### config.mk
export PLATFORM = sky130hd
export DESIGN_NAME = cu_cache_command_responder
export DESIGN_NICKNAME = d
export VERILOG_FILES = /design/src/rtl/cu_cache_command_responder.sv
export SDC_FILE = /design/constraint.sdc
export NUM_CORES = 1
export LEC_CHECK = 0
export ABC_AREA = 0
export BUFFER_PORTS_ARGS = -buffer_cell sky130_fd_sc_hd__buf_2
export CAP_MARGIN = 25
export CORE_MARGIN = 3
export CORE_UTILIZATION = 57
export CTS_CLUSTER_DIAMETER = 100
export CTS_CLUSTER_SIZE = 24
export DETAILED_ROUTE_END_ITERATION = 10
export PLACE_DENSITY = 0.83
export RECOVER_POWER = 50
export SLEW_MARGIN = 5
export SYNTH_ARGS = -nofsm -noshare
export SYNTH_HDL_FRONTEND = slang
export SYNTH_SLANG_ARGS = --single-unit
### constraint.sdc
create_clock -name ap_clk -period 4.2 [get_ports ap_clk]
set_clock_uncertainty 0.1 [all_clocks]
set_input_delay 0.21 -clock ap_clk [delete_from_list [all_inputs] [get_ports ap_clk]]
set_output_delay 0.21 -clock ap_clk [all_outputs]
set_load 0.01 [all_outputs]
### src/rtl/cu_cache_command_responder.sv
// Responder side of the CU cache command interface: accepts READ/WRITE requests, drives a
// fixed-latency word SRAM and returns in-order responses through a small credit-limited FIFO.
module cu_cache_command_responder #(
  parameter int ADDR_W     = 32,
  parameter int DATA_W     = 32,
  parameter int ID_W       = 8,
  parameter int MEM_ADDR_W = 10,
  parameter int RD_LATENCY = 2,
  parameter int FIFO_DEPTH = 4
) (
  input  logic                    ap_clk,
  input  logic                    ap_rst_n,
  input  logic                    req_valid,
  output logic                    req_ready,
  input  logic                    req_write,
  input  logic [ADDR_W-1:0]       req_addr,
  input  logic [DATA_W-1:0]       req_wdata,
  input  logic [DATA_W/8-1:0]     req_wstrb,
  input  logic [ID_W-1:0]         req_id,
  output logic                    mem_en,
  output logic [DATA_W/8-1:0]     mem_we,
  output logic [MEM_ADDR_W-1:0]   mem_addr,
  output logic [DATA_W-1:0]       mem_wdata,
  input  logic [DATA_W-1:0]       mem_rdata,
  output logic                    rsp_valid,
  input  logic                    rsp_ready,
  output logic                    rsp_write,
  output logic [ID_W-1:0]         rsp_id,
  output logic [DATA_W-1:0]       rsp_rdata,
  input  logic                    drain_req,
  output logic                    drain_done
);

  localparam int NBYTES = DATA_W / 8;
  localparam int BYTE_W = $clog2(NBYTES);
  localparam int PTR_W  = $clog2(FIFO_DEPTH);
  localparam int CNT_W  = $clog2(FIFO_DEPTH + 1);

  typedef enum logic [1:0] {
    ST_RESET = 2'd0,
    ST_READY = 2'd1,
    ST_DRAIN = 2'd2,
    ST_DONE  = 2'd3
  } state_t;

  state_t            state_q;
  logic              drain_done_q;
  logic [CNT_W-1:0]  inflight_q, inflight_d;
  logic              req_fire, rsp_fire;

  logic [RD_LATENCY-1:0]           pv_q;
  logic [RD_LATENCY-1:0]           pw_q;
  logic [RD_LATENCY-1:0][ID_W-1:0] pid_q;

  logic [PTR_W:0]    wr_ptr_q, rd_ptr_q;
  logic [PTR_W-1:0]  wr_idx, rd_idx;
  logic              fifo_empty, push_en;
  logic              fifo_write_q [FIFO_DEPTH];
  logic [ID_W-1:0]   fifo_id_q    [FIFO_DEPTH];
  logic [DATA_W-1:0] fifo_rdata_q [FIFO_DEPTH];

  logic              unused_addr;

  // Credit check uses only registered state so req_ready never depends on inputs.
  assign req_ready = (state_q == ST_READY) && (inflight_q < CNT_W'(FIFO_DEPTH));
  assign req_fire  = req_valid && req_ready;
  assign rsp_fire  = rsp_valid && rsp_ready;

  assign mem_en    = req_fire;
  assign mem_we    = (req_fire && req_write) ? req_wstrb : '0;
  assign mem_addr  = req_fire ? req_addr[BYTE_W +: MEM_ADDR_W] : '0;
  assign mem_wdata = req_fire ? req_wdata : '0;
  assign unused_addr = ^req_addr;

  assign drain_done = drain_done_q;

  always_ff @(posedge ap_clk or negedge ap_rst_n) begin
    if (!ap_rst_n) begin
      state_q      <= ST_RESET;
      drain_done_q <= 1'b0;
    end else begin
      case (state_q)
        ST_RESET: state_q <= ST_READY;
        ST_READY: if (drain_req) state_q <= ST_DRAIN;
        ST_DRAIN: begin
          if (inflight_q == '0) begin
            state_q      <= ST_DONE;
            drain_done_q <= 1'b1;
          end
        end
        ST_DONE: begin
          if (!drain_req) begin
            state_q      <= ST_READY;
            drain_done_q <= 1'b0;
          end
        end
        default: begin
          state_q      <= ST_RESET;
          drain_done_q <= 1'b0;
        end
      endcase
    end
  end

  always_comb begin
    inflight_d = inflight_q;
    if (req_fire && !rsp_fire) begin
      inflight_d = inflight_q + CNT_W'(1);
    end else if (!req_fire && rsp_fire) begin
      inflight_d = inflight_q - CNT_W'(1);
    end
  end

  always_ff @(posedge ap_clk or negedge ap_rst_n) begin
    if (!ap_rst_n) begin
      inflight_q <= '0;
    end else begin
      inflight_q <= inflight_d;
    end
  end

  // Tags for reads and writes travel together so the FIFO sees them in acceptance order.
  always_ff @(posedge ap_clk or negedge ap_rst_n) begin
    if (!ap_rst_n) begin
      pv_q  <= '0;
      pw_q  <= '0;
      pid_q <= '0;
    end else begin
      pv_q[0]  <= req_fire;
      pw_q[0]  <= req_write;
      pid_q[0] <= req_id;
      for (int i = 1; i < RD_LATENCY; i++) begin
        pv_q[i]  <= pv_q[i-1];
        pw_q[i]  <= pw_q[i-1];
        pid_q[i] <= pid_q[i-1];
      end
    end
  end

  assign push_en    = pv_q[RD_LATENCY-1];
  assign wr_idx     = wr_ptr_q[PTR_W-1:0];
  assign rd_idx     = rd_ptr_q[PTR_W-1:0];
  assign fifo_empty = (wr_ptr_q == rd_ptr_q);

  always_ff @(posedge ap_clk or negedge ap_rst_n) begin
    if (!ap_rst_n) begin
      wr_ptr_q <= '0;
      rd_ptr_q <= '0;
    end else begin
      if (push_en) wr_ptr_q <= wr_ptr_q + 1'b1;
      if (rsp_fire) rd_ptr_q <= rd_ptr_q + 1'b1;
    end
  end

  // Storage needs no reset: outputs are masked by rsp_valid and pointers gate visibility.
  always_ff @(posedge ap_clk) begin
    if (push_en) begin
      fifo_write_q[wr_idx] <= pw_q[RD_LATENCY-1];
      fifo_id_q[wr_idx]    <= pid_q[RD_LATENCY-1];
      fifo_rdata_q[wr_idx] <= pw_q[RD_LATENCY-1] ? '0 : mem_rdata;
    end
  end

  assign rsp_valid = !fifo_empty;
  assign rsp_write = rsp_valid ? fifo_write_q[rd_idx] : 1'b0;
  assign rsp_id    = rsp_valid ? fifo_id_q[rd_idx] : '0;
  assign rsp_rdata = rsp_valid ? fifo_rdata_q[rd_idx] : '0;

endmodule

# == Yosys cells after proc, flatten, opt, wreduce, memory -nomap -nowiden ==
# Memory sizes are Yosys's and may differ from the RTL's.
# Cells that the tools add are included.
# word_totals
register_bits,32
ram_bits,164
input_bits,114
output_inout_bits,91
word_cells,57
mem_count,3
# memory_table
memory,words,width,read_ports,rd_clocked_by_memory_dff,wr,line,rtl
fifo_rdata_q,4,32,1,0,1,60,logic [DATA_W-1:0] fifo_rdata_q [FIFO_DEPTH];
fifo_id_q,4,8,1,0,1,59,logic [ID_W-1:0] fifo_id_q [FIFO_DEPTH];
fifo_write_q,4,1,1,0,1,58,logic fifo_write_q [FIFO_DEPTH];
# classes
n_addsub,4
order_cmp,1
eq_ne,7
n_mux,18
reduce_logical,15
# ops
operator,count
32-bit two-way mux,3
10-bit two-way mux,1
"3-bit by 1-bit adder with 3-bit output, second input constant",3
8-bit two-way mux,1
2-bit one-hot mux with 4 select lines,1
1-bit logical AND,6
2-bit two-way mux,3
3-bit two-way mux,2
"2-bit != test, second input constant",3
3-bit AND reduction,2
1-bit two-way mux,5
"2-bit == test, second input constant",2
4-bit two-way mux,1
2-bit nonzero test,2
3-bit == test,1
1-bit zero test,3
3-bit zero test,1
"3-bit less-than comparator, second input constant",1
"3-bit by 1-bit subtractor with 3-bit output, second input constant",1
"2-bit by 1-bit == test with 1-bit output, second input constant",1
2-bit zero test,1
1-bit one-hot mux with 2 select lines,1

# == Depth between registers and ports, before layout ==
# Gate-level depths: netlist of the first run.
# depth
word_depth,7
mapped_depth,10
ltp_nobuf,10

# == Worst setup path before layout of the first run ==
# Ideal clock, no wire load.
# synth_path
kind,reg-to-reg
from,register state_q[1]
to,register inflight_q[2]
setup_ns,0.079
arrival_ns,2.207
required_ns,4.021
slack_ns,1.814
path_stages_with_launch,11
n_path_buf,0
period_less_slack_ns,2.386
path_cell_list,dfrtp_1 > inv_1 > ha_1 > nor2b_1 > and2_1 > ha_1 > inv_1 > fa_1 > xor2_1 > nor2_1 > xor2_1
# synth_between
elab_chain_cells,6
elab_cells_between_ends,8
classes_between,eq/ne (1); mux (1); reduce/logical (6)
# synth_lines
item,line,rtl
start: declaration,46,state_t state_q;
start signal: assignment,79,state_q <= ST_RESET;
start signal: assignment,83,ST_RESET: state_q <= ST_READY;
start signal: assignment,84,ST_READY: if (drain_req) state_q <= ST_DRAIN;
2-bit by 1-bit == test with 1-bit output *,65,assign req_ready = (state_q == ST_READY) && (inflight_q < CNT_W'(FIFO_DEPTH));
1-bit logical AND *,65,
1-bit logical AND *,66,assign req_fire = req_valid && req_ready;
net mem_en,20,"output logic mem_en,"
1-bit zero test,109,end else if (!req_fire && rsp_fire) begin
1-bit logical AND,109,
2-bit nonzero test (no line),-,
end signal: assignment,118,inflight_q <= inflight_d;
end: declaration,48,"logic [CNT_W-1:0] inflight_q, inflight_d;"
# Mark *: on every way through the listed nets, which the timed path passes. The rest lies on a longest branch.
# A chain may end at the register's enable or synchronous reset.

# == Final worst setup path of the first run ==
# layout_path
from,register wr_ptr_q[1]
to,output port rsp_rdata[9]
# layout_between
elab_chain_cells,2
# layout_lines
item,line,rtl
start: declaration,55,"logic [PTR_W:0] wr_ptr_q, rd_ptr_q;"
start signal: assignment,150,if (push_en) wr_ptr_q <= wr_ptr_q + 1'b1;
3-bit == test,143,assign fifo_empty = (wr_ptr_q == rd_ptr_q);
32-bit two-way mux,167,assign rsp_rdata = rsp_valid ? fifo_rdata_q[rd_idx] : '0;
end: declaration,29,"output logic [DATA_W-1:0] rsp_rdata,"
# Every way passes these cells.

==> impl_metrics.py, run 1 <==
metrics = {
    "placement": {
        "dpl.cell_count": 775,
        "gp_congestion": 0.8672,
        "place.detailed.hpwl_mm": 10.50,
        "io_buffers": 182,
        "preCtsSetupSlack_ns": 1.543,
    },
    "grt": {
        "grt_use_met2": 0.4119,
        "grtUsageTotal": 0.2281,
        "grt_use_met3": 0.05789,
        "grt_max_degree": 45,
        "grt_pass1_vias": 4867,
        "grt_pass1_wl_mm": 26.74,
        "antenna_found_initial": 0,
        "grt_overflow": 0,
        "grt.busiest_layer": "met2",
        "grt.met1_usage": 0.2687,
    },
    "hold_path": {
        "hold_depth": 3,
        "hp-class": "in -> reg",
    },
    "sta": {
        "hold_viol_final": 0,
        "finalMaxSlewViolations": 33,
        "fmax_mhz": 340.7,
        "rsz0062_at_grt": "false",
        "period_minus_slack_ns": 2.935,
        "tightest_slew_ns": 1.720,
        "slew_headroom": -0.1466,
        "fin_tns_setup_ns": 0,
        "finalSetupViolCount": 0,
        "layout_setup_ws_ns": 1.265,
        "timing.final.crit_share": 0.6989,
    },
    "pwr": {
        "power_density_mw_per_mm2": 648.5,
        "p_comb_frac": 0.357,
        "peakVddDrop_mv": 0.4544,
        "swShare": 0.3139,
        "p_leak_nw": 3.966,
        "internal-power_mw": 4.382,
        "pwr-share-clk": 0.256,
        "switchingPower_mw": 2.005,
        "pwr-share-seq": 0.387,
    },
    "cells_and_area": {
        "nets": 753,
        "diodes": 0,
        "final_cell_count_no_fill": 817,
        "final_layout_size_suffix_gt1_frac": 0.4103,
        "synthToLayoutAreaGrowth_pct": 22.70,
    },
    "logic_synthesis": {
        "synthCells": 433,
        "synth_cell_types": 31,
        "synth.ff_latch_count": 196,
        "syn_area_per_cell_um2": 18.54,
        "ys_warn_count": 0,
        "netlist_area_mm2": 0.008026,
        "seq_area_frac_synth": 0.7133,
        "synth_edf_count": 164,
        "synth-async-reset-ratio": 0.1633,
        "synth-main-ff-cell": "edfxtp_1",
        "synth_fp_nets": 557,
    },
    "setup_path": {
        "arrival_ns": 2.63,
        "path_class": "reg -> out",
        "start_kind": "register",
        "worst-path-buf-inv": 2,
        "crit_chain": "xor2_4 > nor3_4 > buf_4 > nor2b_1 > buf_2",
        "path_depth": 5,
        "path_max_fanout": 23,
        "crit_path_max_incr_delay_ns": 0.74,
        "path_delay_family": "simple AND/OR/NAND/NOR gates",
        "reg2regPathDepth": 11,
        "crit_path_top_delay_cell": "nor3_4",
        "cp_data_required_time_ns": 3.89,
        "cp-end-kind": "output port",
    },
    "cts": {
        "cts_buffers": 17,
        "cts_root_buffer": "clkbuf_16",
        "clock-sinks": 196,
        "worst_skew_pair.late_latency_ns": 0.44,
        "cts.clk_slew.worst_paths_ns": 0.06,
        "cts_tree": "built",
        "cts_setup_buffers": 0,
        "clockBufferDepth": 2,
        "htree_num_levels": 4,
    },
    "drt": {
        "drtIter0Drc": 319,
        "ant_nets": 0,
        "firstDrtPassIters": 4,
        "post-route-drc-count": 0,
        "viasPerCell": 5.520,
        "wl_mm": 16.56,
        "routedWlPerCell_um": 20.27,
        "vias": 4510,
    },
    "run": {
        "max_cap_viol_count": 1,
    },
    "floorplan": {
        "initial_utilization": 0.5943,
        "core_region_area_mm2": 0.01351,
        "die_h_um": 124.7,
        "die_x_um": 124.7,
        "rows": 42,
        "dieArea_mm2": 0.01554,
        "io-pin-count": 205,
    },
    "run_status": {
        "violations": "capacitance limit, slew limit",
        "status": "finished with violations",
    },
}
==> Yosys cell counts, drive strengths merged (2+ instances only) <==
master	n	area share
and2	5	0.0039
and3	46	0.036
buf	14	0.013
clkbuf	11	0.0051
dfrtp	32	0.10
edfxtp	164	0.61
ha	9	0.014
inv	6	0.0028
mux2	3	0.0042
mux4	41	0.12
nand2b	2	0.0016
nor2b	74	0.058
o21ai	3	0.0019
o31ai	3	0.0045
xnor2	3	0.0033
xor2	7	0.012
==> worst paths after layout <==
kind / slack, ns / end / from
max: 1.26 / rsp_rdata[9] / wr_ptr_q[1]
min: 0.04 / state_q[0] / drain_req
max reg2reg: 1.52 / inflight_q[2] / state_q[1]
min reg2reg: 0.25 / pid_q[8] / pid_q[0]
max in group asynchronous: 2.11 / rd_ptr_q[0] / ap_rst_n
min in group asynchronous: 0.66 / pv_q[1] / ap_rst_n
==> per-layer routing <==
| layer | part of all wire | routed length [um] |
|---|---|---|
| met5 | 0 | 0 |
| met4 | 0.015 | 250 |
| met3 | 0.057 | 939 |
| met2 | 0.56 | 9260 |
| met1 | 0.37 | 6106 |
==> cell usage in the layout, fill, tap and decap left out, types with 3 or more instances in the layout <==
master           n
buf_2          178
edfxtp_1       164
nor2b_1         73
and3_1          46
mux4_2          41
dfrtp_1         30
clkbuf_16       17
dlygate4sd3_1   11
ha_1             9
clkbuf_1         7
inv_1            6
xor2_1           4
clkinv_1         4
bufinv_16        4
buf_4            4
o21ai_0          3
xnor2_1          3
clkinvlp_4       3
==> what timing repair did <==
item                                   in CTS  in global routing
endpoints found under the hold margin      43                  0
gates resized for setup                     0                  0
hold buffers                               11                  0
==> metrics by stage <==
stage | util | power, mW | cell area (um^2) | hold slack, ns
floorplan | - | 4.055 | 8026 | -0.1856
global placement | 0.6707 | 4.715 | 9059 | 0.1939
detailed placement | 0.6778 | 4.806 | 9154 | 0.2092
CTS | 0.7300 | 6.464 | 9859 | 0.01356
global route | 0.7292 | 6.742 | 9848 | 0.03804
finish | 0.7292 | 6.386 | 9848 | 0.04134
==> area by class of cell <==
class                   instances  area (um^2)
clock buffers                  19        432.9
repair buffers                202         1145
flip-flops and latches        196         5731
multi-input cells             206         2135
fillers                       818         3657
clock inverters                12        162.7
well taps                     176        220.2
inverters                       6        22.52
==> worst reg2reg max path, stage by stage (launching register included) <==
cell and delay [ns]:
dfrtp_1 0.41, inv_1 0.08, ha_1 0.18, nor2b_2 0.14, buf_4 0.30, and2_1 0.30
ha_1 0.22, inv_1 0.06, fa_1 0.37, xor2_1 0.18, nor2_1 0.11, xor2_1 0.16
==> power groups by stage <==
stage               registers (mW)  clock network [mW]  logic [mW]
floorplan                     2.47                   0        1.59
global placement              2.49                   0        2.22
detailed placement            2.51                   0        2.30
CTS                           2.47                1.66        2.33
global route                  2.49                1.75        2.49
finish                        2.47                1.64        2.28
==> flip-flops by register name, indices dropped and copies added (netlist names) <==
name / count
inflight_q: 3
fifo_write_q: 4
wr_ptr_q: 3
pid_q: 16
pv_q: 2
rd_ptr_q: 3
fifo_id_q: 32
pw_q: 2
fifo_rdata_q: 128
drain_done: 1
state_q: 2
==> logic make-up (layout without fill, tap and decap cells) <==
| family | Yosys count | in the layout | synth area share |
|---|---|---|---|
| adders and majority gates | 10 | 10 | 0.01652 |
| AOI/OAI and AO/OA | 12 | 12 | 0.01247 |
| muxes | 44 | 44 | 0.1193 |
| DFF | 196 | 196 | 0.7133 |
| buffers and inverters | 31 | 239 | 0.02136 |
| xor gates and xnor gates | 10 | 10 | 0.01512 |
| and+or+nand+nor | 130 | 130 | 0.1019 |
No activity file was read; power rests on OpenSTA's default activity.
==> inputs of run 2 (changes only) <==
- CORE_UTILIZATION: 57 -> 53
- PLACE_DENSITY: 0.83 -> 0.78
- clock period: 4.2 -> 2.8 ns (I/O delays scaled with it)
==> impl_metrics.py, run 2 (synthesized netlist as in run 1, its figures left out) <==
metrics = {
    "drt": {
        "wl_met1_mm": 6.279,
        "dr.max_layer_used": "met4",
        "vias": 4552,
        "wl_met3_um": 930,
        "wl_mm": 16.42,
        "met2_length_mm": 8.929,
        "drtIter0Drc": 344,
        "viasPerCell": 5.465,
        "ant_nets": 0,
        "firstDrtPassIters": 4,
        "routedWlPerCell_um": 19.71,
        "post-route-drc-count": 0,
    },
    "floorplan": {
        "die_h_um": 129.1,
        "initial_utilization": 0.5461,
        "dieArea_mm2": 0.01666,
        "die_x_um": 129.1,
        "io-pin-count": 205,
        "rows": 44,
        "core_region_area_mm2": 0.01470,
    },
    "sta": {
        "tightest_slew_ns": 1.712,
        "slew_headroom": -0.1416,
        "fin_tns_setup_ns": 0,
        "fmax_mhz": 399.2,
        "timing.final.crit_share": 0.8946,
        "period_minus_slack_ns": 2.505,
        "layout_setup_ws_ns": 0.2951,
        "rsz0062_at_grt": "false",
        "hold_viol_final": 0,
        "finalSetupViolCount": 0,
        "finalMaxSlewViolations": 33,
    },
    "cts": {
        "cts.clk_slew.worst_paths_ns": 0.07,
        "htree_num_levels": 4,
        "clock-sinks": 196,
        "cts_buffers": 17,
        "worst_skew_pair.late_latency_ns": 0.42,
        "cts_tree": "built",
        "clockBufferDepth": 2,
        "cts_setup_buffers": 0,
        "cts_root_buffer": "clkbuf_16",
    },
    "cells_and_area": {
        "fillCellCount": 1014,
        "nets": 759,
        "synthToLayoutAreaGrowth_pct": 23.35,
        "final_layout_size_suffix_gt1_frac": 0.4213,
        "final_common_cell": "buf_2",
        "layout_common_cells": "buf_2 (178), edfxtp_1 (164), nor2b_1 (73)",
        "max_flop_register": "fifo_rdata_q",
        "largest_reg_flops": 128,
        "reg_top3": "fifo_rdata_q x128, fifo_id_q x32, pid_q x16",
        "final_cell_area_mm2": 0.009901,
    },
    "grt": {
        "antenna_found_initial": 1,
        "grt_max_degree": 44,
        "grt_overflow": 0,
        "grt_pass1_wl_mm": 25.24,
        "grt_pass1_vias": 4760,
        "grtUsageTotal": 0.2049,
    },
    "placement": {
        "gp_congestion": 0.8155,
        "place.detailed.hpwl_mm": 10.93,
        "place_area_mm2": 0.009154,
        "preCtsSetupSlack_ns": 0.3898,
        "io_buffers": 182,
    },
    "setup_path": {
        "r2r_start": "state_q[1]",
        "cp_data_required_time_ns": 2.56,
        "path_class": "reg -> out",
        "arrival_ns": 2.26,
        "path_max_fanout": 43,
        "critPathCapture": "rsp_rdata[5]",
        "r2r_end": "inflight_q[2]",
        "start_kind": "register",
        "reg2regPathDepth": 10,
        "worstSetupStartpoint": "rd_ptr_q[0]",
        "cp-end-kind": "output port",
        "reg2reg_slack_ns": 0.31,
    },
    "run_status": {
        "status": "finished with violations",
        "violations": "capacitance limit, slew limit",
    },
    "pwr": {
        "p_leak_nw": 4.002,
        "power_density_mw_per_mm2": 967.3,
        "peakVddDrop_mv": 0.7282,
    },
    "run": {
        "max_cap_viol_count": 1,
    },
    "hold_path": {
        "hp-class": "in -> reg",
    },
}
-- run 2: changes by cell type in the layout (fill, tap and decap cells not counted), moves of 3 or more --
cell and delta:
clkinv_1 -4, clkbuf_16 +5, clkinv_4 +3, bufinv_16 -4
buf_4 +3
-- run 2: where the power goes --
part / internal (mW) / leakage, nW / switching (mW)
Combinational: 1.60 / 1.82 / 1.82
Clock: 1.42 / 0.304 / 1.04
Sequential: 3.51 / 1.88 / 0.191
-- run 2: metrics by stage --
stage	total power, mW	hold slack (ns)	std cells	utilization
2_1_floorplan	6.083	-0.2556	433	-
6_report	9.577	0.02221	833	0.6736
3_5_place_dp	7.232	0.1357	787	0.6227
4_1_cts	9.704	0.005374	832	0.6743
5_1_grt	10.09	0.02060	833	0.6736
3_3_place_gp	7.126	0.1420	787	0.6227
-- run 2: what timing repair did --
action                                  in CTS  in global routing
endpoints found under the setup margin       0                 41
resized for setup                            0                  1
endpoints found under the hold margin       48                  0
hold buffers                                13                  0
-- run 2: critical path: stages, from the launching register on --
cell	delay (ns)
dfrtp_4	0.43
buf_6	0.51
mux4_2	0.57
nor2b_1	0.16
buf_2	0.16
-- run 2: final cells by class --
cell class,instances,area [um^2],area share
timing repair buffer,208,1151,0.1163
clock inverter,9,73.82,0.007456
inverter,6,22.52,0.002275
multi-input combinational,206,2136,0.2157
antenna,1,2.502,0.0002527
clock buffer,23,554.3,0.05598
sequential,196,5731,0.5788
tap,184,230.2,0.02325
-- run 2: metal layers --
metal | vias to the layer above | GRT usage
li1 | 2062 | -
met1 | 2277 | 0.2431
met2 | 196 | 0.3732
met3 | 17 | 0.04246
met4 | 0 | 0.06918
met5 | - | 0
-- run 2: worst min-delay path by stage --
stage | cells past startpoint | endpoint | slack, ns | from
after floorplan | 0 | drain_done | -0.26 | ap_rst_n
after global placement | 1 | pid_q[8] | 0.14 | ap_rst_n
after detailed placement | 1 | pid_q[0] | 0.14 | ap_rst_n
after CTS | 2 | fifo_rdata_q[1][3] | 0.005 | mem_rdata[3]
after global routing | 2 | fifo_rdata_q[3][6] | 0.02 | mem_rdata[6]
final | 2 | fifo_rdata_q[0][3] | 0.02 | mem_rdata[3]
==> inputs of run 3 (changes only) <==
- BUFFER_PORTS_ARGS: -buffer_cell sky130_fd_sc_hd__buf_2 -> -buffer_cell sky130_fd_sc_hd__clkbuf_2
- PLACE_DENSITY: 0.78 -> 0.9
- REMOVE_ABC_BUFFERS: unset -> 1
==> impl_metrics.py, run 3 (synthesized netlist as in run 1, its figures left out) <==
metrics = {
    "sta": {
        "tightest_slew_ns": 1.841,
        "slew_headroom": -0.2276,
        "period_minus_slack_ns": 2.535,
        "rsz0062_at_grt": "false",
        "hold_viol_final": 0,
        "finalSetupViolCount": 0,
        "timing.final.crit_share": 0.9054,
        "finalMaxSlewViolations": 70,
        "fin_tns_setup_ns": 0,
        "fmax_mhz": 394.5,
    },
    "drt": {
        "vias": 4610,
        "firstDrtPassIters": 4,
        "wl_mm": 16.10,
        "ant_nets": 0,
        "drtIter0Drc": 287,
        "post-route-drc-count": 0,
        "routedWlPerCell_um": 19.10,
        "viasPerCell": 5.469,
    },
    "pwr": {
        "peakVddDrop_mv": 0.6023,
        "p_leak_nw": 4.036,
        "power_density_mw_per_mm2": 953.0,
        "swShare": 0.3248,
        "switchingPower_mw": 3.099,
        "p_comb_frac": 0.361,
        "pwr-share-clk": 0.251,
        "pwr-share-seq": 0.388,
        "internal-power_mw": 6.441,
    },
    "setup_path": {
        "start_kind": "register",
        "cp-end-kind": "output port",
        "crit_path_max_incr_delay_ns": 0.58,
        "worst-path-buf-inv": 2,
        "path_depth": 4,
        "cp_data_required_time_ns": 2.56,
        "path_class": "reg -> out",
        "path_max_fanout": 43,
        "arrival_ns": 2.30,
        "crit_chain": "buf_6 > mux4_2 > nor2b_1 > clkbuf_2",
        "path_delay_family": "buffers and inverters",
        "crit_path_top_delay_cell": "mux4_2",
        "reg2regPathDepth": 10,
    },
    "cts": {
        "cts.clk_slew.worst_paths_ns": 0.07,
        "cts_root_buffer": "clkbuf_16",
        "clock-sinks": 196,
        "htree_num_levels": 4,
        "worst_skew_pair.late_latency_ns": 0.43,
        "cts_tree": "built",
        "cts_buffers": 17,
        "cts_setup_buffers": 0,
        "clockBufferDepth": 2,
    },
    "cells_and_area": {
        "final_layout_size_suffix_gt1_frac": 0.4112,
        "nets": 770,
        "seqCellArea_mm2": 0.005731,
        "fillCellCount": 981,
        "max_flop_register": "fifo_rdata_q",
        "reg_top3": "fifo_rdata_q x128, fifo_id_q x32, pid_q x16",
        "multiInputGateArea_mm2": 0.002133,
        "diodes": 0,
        "final_cell_area_mm2": 0.01001,
        "largest_reg_flops": 128,
        "synthToLayoutAreaGrowth_pct": 24.71,
        "final_cell_count_no_fill": 843,
        "layout_common_cells": "clkbuf_2 (179), edfxtp_1 (164), nor2b_1 (73)",
        "final_common_cell": "clkbuf_2",
    },
    "hold_path": {
        "hp-class": "in -> reg",
        "hold_depth": 2,
    },
    "grt": {
        "grt.met1_usage": 0.2409,
        "grt_max_degree": 44,
        "grtUsageTotal": 0.2029,
        "grt_use_met2": 0.3500,
        "grt_pass1_wl_mm": 25.44,
        "grt_overflow": 0,
        "grt_use_met3": 0.04988,
        "grt.busiest_layer": "met2",
        "grt_pass1_vias": 5000,
        "antenna_found_initial": 0,
    },
    "floorplan": {
        "die_x_um": 129.1,
        "die_h_um": 129.1,
        "dieArea_mm2": 0.01666,
        "rows": 44,
        "core_region_area_mm2": 0.01470,
        "initial_utilization": 0.5461,
        "io-pin-count": 205,
    },
    "run_status": {
        "violations": "capacitance limit, slew limit",
        "status": "finished with violations",
    },
    "run": {
        "max_cap_viol_count": 2,
    },
    "placement": {
        "dpl.cell_count": 784,
        "place.detailed.hpwl_mm": 10.47,
        "io_buffers": 182,
        "place_area_mm2": 0.009156,
        "gp_congestion": 0.8421,
    },
}
## run 3: area by class of cell
| type | instances | area share |
|---|---|---|
| Sequential cell | 196 | 0.5725 |
| Multi-Input combinational cell | 206 | 0.2131 |
| Timing Repair Buffer | 219 | 0.1301 |
| Clock buffer | 19 | 0.04750 |
| Tap cell | 184 | 0.02300 |
| Clock inverter | 13 | 0.01150 |
| Inverter | 6 | 0.002250 |
## run 3: stage by stage
stage	power, mW	hold WS, ns	util	worst slack (ns)
after global routing	10.06	0.01092	0.6810	0.1105
after floorplan	5.941	-0.2556	-	-0.8761
after global placement	7.096	0.1506	0.6229	0.4895
after CTS	9.657	0.0006354	0.6815	0.0006128
after detailed placement	7.236	0.1509	0.6229	0.4151
final	9.540	0.006577	0.6810	0.2649
## run 3: power by group through the flow
stage	clock network, mW	logic [mW]	registers, mW
4_1_cts	2.44	3.52	3.70
6_report	2.40	3.44	3.70
5_1_grt	2.55	3.78	3.73
3_3_place_gp	0	3.37	3.72
3_5_place_dp	0	3.48	3.76
2_1_floorplan	0	2.01	3.93
## run 3: path summary, 6_finish.rpt
check	from	to	slack [ns]
worst max-delay path	rd_ptr_q[0]	rsp_rdata[15]	0.26
min in group asynchronous	ap_rst_n	drain_done	0.61
worst min register to register	pid_q[7]	pid_q[15]	0.25
worst max register to register	state_q[1]	inflight_q[2]	0.35
max in group asynchronous	ap_rst_n	rd_ptr_q[0]	0.77
worst min-delay path	mem_rdata[9]	fifo_rdata_q[0][9]	0.007
## run 3: repair_timing
| action | CTS | global route |
|---|---|---|
| gates resized for setup | 0 | 1 |
| endpoints found under the hold margin | 103 | 0 |
| hold buffers | 27 | 0 |
| setup endpoints to repair | 0 | 41 |
## run 3: worst reg2reg max path: stages, from the launching register on
cell and delay (ns):
dfrtp_1 0.42, inv_1 0.07, ha_1 0.17, nor2b_2 0.15, and2_0 0.34, ha_1 0.26, inv_1 0.06, fa_1 0.37
xor2_1 0.17, nor2_1 0.13, xor2_1 0.15
## run 3: routing by layer
metal	share of wire	vias up	wire, um
met2	0.53	206	8496
met5	0	-	0
li1	-	2082	-
met1	0.38	2292	6079
met4	0.030	0	481
met3	0.065	30	1043
